===== config.mk =====
export PLATFORM = sky130hd
export DESIGN_NAME = alu_mem_stage
export DESIGN_NICKNAME = d
export VERILOG_FILES = /design/src/rtl/alu_mem_stage.sv
export SDC_FILE = /design/constraint.sdc
export NUM_CORES = 2
export LEC_CHECK = 0
export ABC_AREA = 1
export BUFFER_PORTS_ARGS = -buffer_cell sky130_fd_sc_hd__buf_2
export CAP_MARGIN = 10
export CORE_MARGIN = 2
export CORE_UTILIZATION = 50
export DETAILED_ROUTE_END_ITERATION = 12
export PLACE_DENSITY = 0.68
export SLEW_MARGIN = 10
export SYNTH_ARGS = -nofsm -noshare
export SYNTH_HDL_FRONTEND = slang
export SYNTH_SLANG_ARGS = --single-unit

===== constraint.sdc =====
create_clock -name clk -period 4 [get_ports clk]
set_input_delay 0.4 -clock clk [delete_from_list [all_inputs] [get_ports clk]]
set_output_delay 0.4 -clock clk [all_outputs]
set_load 0.01 [all_outputs]

===== src/rtl/alu_mem_stage.sv =====
// alu_mem_stage: execute/memory datapath of the single-cycle MIPS core.
//   ALU-control decoder (aluop + funct -> alu_ctl, jr detect), 32-bit ALU with
//   zero flag, and a word-organised data memory with asynchronous read.
//
// Ports:
//   clk         memory write clock (rising edge)
//   reset       asynchronous active-low, clears the whole data memory
//   aluop       00 add, 01 sub, 10 R-type (funct), 11 or
//   funct       instruction[5:0]
//   shamt       instruction[10:6], shift amount
//   src_a/src_b ALU operands
//   store_data  write data for sw
//   memread     gates read_data (0 when low)
//   memwrite    write store_data at alu_result on clk rise
//   alu_ctl     decoded ALU operation
//   jump_reg    high for jr
//   alu_result  ALU result, also the memory byte address
//   zero        alu_result == 0
//   read_data   addressed memory word, or 0
//
// Configuration macro: ALU_SHIFT_EN builds the SLL/SRL/SRA decode and shifter.
// Without it those functs decode as ADD and shamt is unused.

module alu_mem_stage #(
    parameter int MEM_DEPTH = 64
) (
    input  logic        clk,
    input  logic        reset,
    input  logic [1:0]  aluop,
    input  logic [5:0]  funct,
    input  logic [4:0]  shamt,
    input  logic [31:0] src_a,
    input  logic [31:0] src_b,
    input  logic [31:0] store_data,
    input  logic        memread,
    input  logic        memwrite,
    output logic [3:0]  alu_ctl,
    output logic        jump_reg,
    output logic [31:0] alu_result,
    output logic        zero,
    output logic [31:0] read_data
);

    localparam int AW = $clog2(MEM_DEPTH);

    localparam logic [3:0] CTL_AND = 4'b0000;
    localparam logic [3:0] CTL_OR  = 4'b0001;
    localparam logic [3:0] CTL_ADD = 4'b0010;
    localparam logic [3:0] CTL_SLL = 4'b0011;
    localparam logic [3:0] CTL_SRL = 4'b0100;
    localparam logic [3:0] CTL_SRA = 4'b0101;
    localparam logic [3:0] CTL_SUB = 4'b0110;
    localparam logic [3:0] CTL_SLT = 4'b0111;
    localparam logic [3:0] CTL_NOR = 4'b1100;

    // ALU control decode
    always_comb begin
        alu_ctl  = CTL_ADD;
        jump_reg = 1'b0;
        unique case (aluop)
            2'b00: alu_ctl = CTL_ADD;
            2'b01: alu_ctl = CTL_SUB;
            2'b11: alu_ctl = CTL_OR;
            2'b10: begin
                case (funct)
                    6'b100000: alu_ctl = CTL_ADD;
                    6'b100010: alu_ctl = CTL_SUB;
                    6'b100100: alu_ctl = CTL_AND;
                    6'b100101: alu_ctl = CTL_OR;
                    6'b100111: alu_ctl = CTL_NOR;
                    6'b101010: alu_ctl = CTL_SLT;
`ifdef ALU_SHIFT_EN
                    6'b000000: alu_ctl = CTL_SLL;
                    6'b000010: alu_ctl = CTL_SRL;
                    6'b000011: alu_ctl = CTL_SRA;
`endif
                    6'b001000: begin
                        alu_ctl  = CTL_ADD;
                        jump_reg = 1'b1;
                    end
                    default:   alu_ctl = CTL_ADD;
                endcase
            end
            default: alu_ctl = CTL_ADD;
        endcase
    end

    // ALU; codes without an operation (including shifts when not built) give 0
    always_comb begin
        alu_result = 32'h0;
        case (alu_ctl)
            CTL_AND: alu_result = src_a & src_b;
            CTL_OR:  alu_result = src_a | src_b;
            CTL_ADD: alu_result = src_a + src_b;
            CTL_SUB: alu_result = src_a - src_b;
            CTL_NOR: alu_result = ~(src_a | src_b);
            CTL_SLT: alu_result = {31'b0, ($signed(src_a) < $signed(src_b))};
`ifdef ALU_SHIFT_EN
            CTL_SLL: alu_result = src_b << shamt;
            CTL_SRL: alu_result = src_b >> shamt;
            CTL_SRA: alu_result = $unsigned($signed(src_b) >>> shamt);
`endif
            default: alu_result = 32'h0;
        endcase
    end

`ifndef ALU_SHIFT_EN
    logic unused_shamt;
    assign unused_shamt = ^shamt;
`endif

    assign zero = (alu_result == 32'h0);

    // Data memory: byte address -> word index; low two bits and bits above
    // the index are dropped, so addresses wrap modulo MEM_DEPTH*4.
    logic [31:0]   mem [MEM_DEPTH];
    logic [AW-1:0] mem_idx;

    assign mem_idx = alu_result[AW+1:2];

    always_ff @(posedge clk or negedge reset) begin
        if (!reset) begin
            for (int i = 0; i < MEM_DEPTH; i++) begin
                mem[i] <= 32'h0;
            end
        end else if (memwrite) begin
            mem[mem_idx] <= store_data;
        end
    end

    assign read_data = memread ? mem[mem_idx] : 32'h0;

endmodule


; ---- Word-level counts from Yosys, hierarchy flattened
; Cells that the tools add are included.
[word_totals]
output_inout_bits = 70
reg_bits = 2048
word_cells = 103
in_bits = 113
[op_classes]
bitwise_logic = 4
add_sub_neg = 2
muxes = 12
eq_ne = 14
order_cmp = 3
n_reduce_logical = 4
[op_table]
columns = operator, n
row1 = bitwise mux 2048 bit, 1
row2 = binary-select mux 32 bit (select 6 bit), 1
row3 = demux 32 bit (select 6 bit), 1
row4 = one-hot mux 32 bit (6 select lines), 1
row5 = two-way mux 32 bit, 4
row6 = adder 32 bit, 1
row7 = bitwise AND 32 bit, 1
row8 = zero test 32 bit, 1
row9 = less-than comparator 32 bit, 1
row10 = inverter 32 bit, 1
row11 = OR 32 bit, 1
row12 = subtractor 32 bit, 1
row13 = "== test 6 bit, second input constant", 5
row14 = one-hot mux 4 bit (5 select lines), 1
row15 = one-hot mux 4 bit (4 select lines), 1
row16 = "== test 4 x 3 -> 1 bit, second input constant", 2
row17 = "greater-or-equal comparator 7 bit, second input constant", 1
row18 = "less-than comparator 7 x 1 -> 1 bit, second input constant", 1
row19 = inverter 6 -> 7 bit, 1
row20 = "== test 6 x 4 -> 1 bit, second input constant", 1
row21 = "== test 2 bit, second input constant", 2
row22 = "== test 4 x 1 -> 1 bit, second input constant", 1
row23 = "== test 4 x 2 -> 1 bit, second input constant", 1
row24 = "== test 4 bit, second input constant", 1
row25 = 5 further kinds, 6

; ---- Logic depth before layout (Yosys ltp)
[logic_depth]
word_depth = 11
mapped_depth = 26
mapped_depth_nobuf = 23

; ---- Least setup slack after synthesis
; Ideal clock, no wire load.
[synth_path]
kind = input to output
start = input port src_a[0]
end = output port read_data[18]
stages = 19
arrival_ns = 3.024
slack_ns = 0.576
cell_sequence = ha_1 inv_1 fa_1 inv_1 nand2_1 o21ai_1 xor2_1 nand4_1 nand3_1 nor2_4 nor2_4 nand2_1 clkbuf_1 o22ai_1 nor2_1 nand2_1 nand2_1 nand3_1 nor2_1
[synth_between]
elab_chain_len = 7
elab_cells_between_ends = 8
cone_classes = 2 x add/sub / 5 x mux / 1 x bitwise
[synth_lines]
columns = element, line_no
row1 = "start, declared", 32  ; input logic [31:0] src_a,
row2 = subtractor 32 bit or adder 32 bit (tied branches), "95, 94"
row3 = one-hot mux 32 bit (6 select lines) (*), 91  ; case (alu_ctl)
row4 = inverter 6 -> 7 bit (not written as such) (*), 131  ; assign read_data = memread ? mem[mem_idx] : 32'h0;
row5 = binary-select mux 32 bit (select 6 bit) (*), 131
row6 = two-way mux 32 bit (not written as such) (*) (2 in series), 131
row7 = two-way mux 32 bit (*), 131
row8 = "end, declared", 41  ; output logic [31:0] read_data
; Mark *: on every way between the ends. The rest lies on a longest branch, timed or not. The select of a mux whose other input is x is not followed.

; ---- Worst setup path in the final report
[layout_path]
start = input port src_a[0]
end = output port read_data[29]
; The elaborated chain is that of the path after synthesis.

==> out/results.tsv <==
stage	metric	value	unit
outcome	outcome	complete, but fails checks	
outcome	failing checks	negative setup slack	
synthesis	Top FF cell, synth	dfrtp_1	
floorplanning	row count	163	
global_routing	initial antenna violation count	7	
floorplanning	chip height	448	um
critical_path	Worst EP required	3600	ps
synthesis	Synth cell types	47	
hold_path	hold path depth	3	
floorplanning	die width	448	um
power	Reg power frac	41.9	%
route	vias per cell	5.79	
hold_path	Hold EP	mem[134]	
layout	Biggest register	mem	
synthesis	Async SR Flop Fraction	100	%
timing	final hold violation count	0	
layout	fin nets	13700	
layout	P&R area growth vs syn	23.4	%
global_routing	vias in the first global route	90000	
critical_path	capturing point of the worst reg2reg path	mem[1865]	
timing	endpoints failing setup	30	
route	initial DRC count	11700	
timing	final worst slack	-192	ps
synthesis	combinational family with the most area after synthesis	simple AND/OR/NAND/NOR gates	
floorplanning	# IOs	183	
clock_network	clock-pin slew on the worst setup and hold paths	60	ps
clock_network	H-tree depth	4	
placed_design	hpwl dp	223	mm
power	Cell Pwr Density	634	mW/mm^2
synthesis	net count after synthesis	13200	
synthesis	Post-Syn Area per Cell	7.60	um^2
synthesis	Post-synth top cells	nand2_1, dfrtp_1, nor2_1	
layout	max reg flops	2048	
timing	max-slew violation count	0	
clock_network	CTS buffer count	213	
power	combinational share of power	31.7	%
placed_design	port bufs	177	
clock_network	CTS Root Cell	clkbuf_16	
synthesis	mapped cell area	0.0986	mm^2
clock_network	Clk Latency, worst-skew pair	860	ps
synthesis	FF+latch count, synth	2048	
route	DR vias	94300	
synthesis	post-synthesis mux area share	0	%
run	Max Cap Viol	0	
synthesis	top-count cell post-synth	nand2_1	
route	DRT Pass-1 Iters	8	
placed_design	routability cong.	0.945	
power	Clk pwr share	26.4	%
synthesis	top cell type's share of synthesized area	52.0	%
global_routing	first-pass GRT wire length	545	mm
floorplanning	Initial Utilization	50.2	%
critical_path	endpoint type of the worst setup path	output port	
timing	setup tns final	-2490	ps
layout	layout cells sized above 1	15.9	%
floorplanning	Core Region	0.197	mm^2
layout	Register Area	0.0512	mm^2
layout	Final Instance Count excl. Fillers	16300	
power	switching power	27200	uW
synthesis	area leader, netlist	dfrtp_1	
synthesis	Simple-Gate Fraction of Synth Area	24.3	%
clock_network	clock buffer depth	3	
timing	fin crit share	105	%
synthesis	Synth area leaders	dfrtp_1, nand2_1, o21ai_0	
power	sw frac	35.2	%
hold_path	Hold Path Origin	store_data[6]	
critical_path	worst-path fanout max	6	
route	DRC violations left	0	
timing	Final min period	4190	ps
hold_path	HP Class	input pin to register	
synthesis	Synth Area in XOR/XNOR	0.160	%
critical_path	CP Class	input pin to output port	
synthesis	Mapped Cells	13000	
synthesis	Post-synth EDFFs	0	
power	LEAKAGE	0.0596	uW
power	P_int	50000	uW
route	number of antenna-violating nets in the routed design	0	
critical_path	RR Startpoint	mem[1865]	
timing	skew final	0	ps
route	WL/cell	22.4	um
global_routing	grt ovf	0	
layout	fill count	16800	
synthesis	Synth Warn #	0	
timing	Max Fclk	239	MHz
timing	relative slew slack	12.5	%
critical_path	Critical Path Source Type	input pin	
global_routing	pin count of the biggest net entering global routing	144	
layout	top flop regs	mem (2048)	
synthesis	adder-cell share of the synthesized area	1.26	%
critical_path	R2R depth	2	
layout	multi-input logic area	0.0434	mm^2
synthesis	post-synthesis sequential area ratio	52.0	%
timing	Slew @ Worst Pin	1310	ps
clock_network	CTS tree	done	
power	maximum vdd ir drop	0.496	mV
global_routing	GR Util All Layers	35.4	%
synthesis	compound-gate portion of the synthesized area	16.3	%
critical_path	reg-to-reg setup timing slack	3230	ps
route	Routed WL	366	mm
clock_network	clk sinks	2048	
floorplanning	Die ar.	0.201	mm^2
critical_path	worst path arrival time	3790	ps
timing	RSZ-0062 raised after global routing	true	
placed_design	placed insts	15700	
[critical path, stage by stage]
cell      delay, ps
buf_8           110
buf_6           110
ha_4            160
inv_2            60
fa_2            210
inv_2            60
buf_4           130
buf_4           120
buf_4           130
a21oi_4         160
xnor2_2          70
nand2_1          70
o211ai_1        140
nor2_4          170
inv_2            90
nand2_4         100
buf_4           130
nor2_4           50
buf_12          160
buf_12          140
buf_4           150
nand2_1          60
nand4_1         390
nor2_4          270
buf_6           130
[metrics by stage]
stage | area [um^2] | power, uW | setup WS (ps) | hold slack [ps] | utilization (%)
final | 122000 | 77200 | -192 | 62.1 | 61.9
after global routing | 122000 | 81700 | -265 | 68.4 | 61.9
after CTS | 119000 | 75200 | -161 | 33.6 | 60.4
after detailed placement | 108000 | 53200 | -792 | 445 | 55.0
after global placement | 108000 | 52200 | -783 | 460 | 55.0
after floorplan | 98600 | 44900 | 576 | 104 | -
[metal layers]
metal  vias up  wire [um]  global-route usage (%)
met3       992      34700                    6.25
met4         2      22000                    18.5
met2      4909     165000                    55.1
met5         -         11                       0
li1      42800          -                       -
met1     45600     144000                    47.4
[cell type report]
class	count	area share, %
clock inverter	75	0.672
antenna	3	0.00617
timing repair buffer	1279	12.2
clock buffer	318	5.18
inverter	479	1.50
multi-input combinational	9456	35.6
tap	2640	2.71
sequential	2048	42.1
[cell usage in the layout (no fill, tap or decap), drive strengths merged, types with 4 or more instances in the layout]
cell type	count
nand3b	4
o22ai	38
inv	482
nor2	1956
o21ai	2891
nor4	10
nand3	227
buf	1240
clkbuf	355
o21bai	7
bufinv	13
nor3	13
nand4	58
ha	96
clkinvlp	6
clkinv	53
o211ai	10
a21o	9
xor2	16
nand2	3907
a21oi	161
a221oi	28
dfrtp	2048
[worst max-delay path by stage]
stage	endpoint	startpoint	slack [ps]	cells past startpoint
final	read_data[29]	src_a[0]	-190	25
after global routing	read_data[13]	funct[2]	-260	24
after CTS	read_data[5]	src_b[0]	-160	24
after detailed placement	read_data[12]	src_a[0]	-790	21
after global placement	read_data[12]	src_a[0]	-780	21
after floorplan	read_data[18]	src_a[0]	580	19
[logic make-up after synthesis]
family          count (synthesis)
simple gates                 6178
fa+ha+maj                      98
buf+inv                      1476
flops                        2048
compound gates               3162
xor+xnor                       18
[power groups by stage]
stage / Clock [uW] / Sequential, uW / Combinational, uW
floorplan: 0 / 31300 / 13600
global placement: 0 / 32000 / 20200
detailed placement: 0 / 32300 / 20900
CTS: 20400 / 32100 / 22700
global route: 21400 / 33100 / 27200
finish: 20400 / 32300 / 24500
[what timing repair did]
item | in CTS | in global routing
endpoints found under the hold margin | 51 | 0
gates cloned | 35 | 39
endpoints found under the setup margin | 33 | 33
pin swaps | 106 | 291
hold buffers | 2 | 0
resized for setup | 474 | 588
setup buffers | 99 | 90
Power figures use the tool's default switching activity.
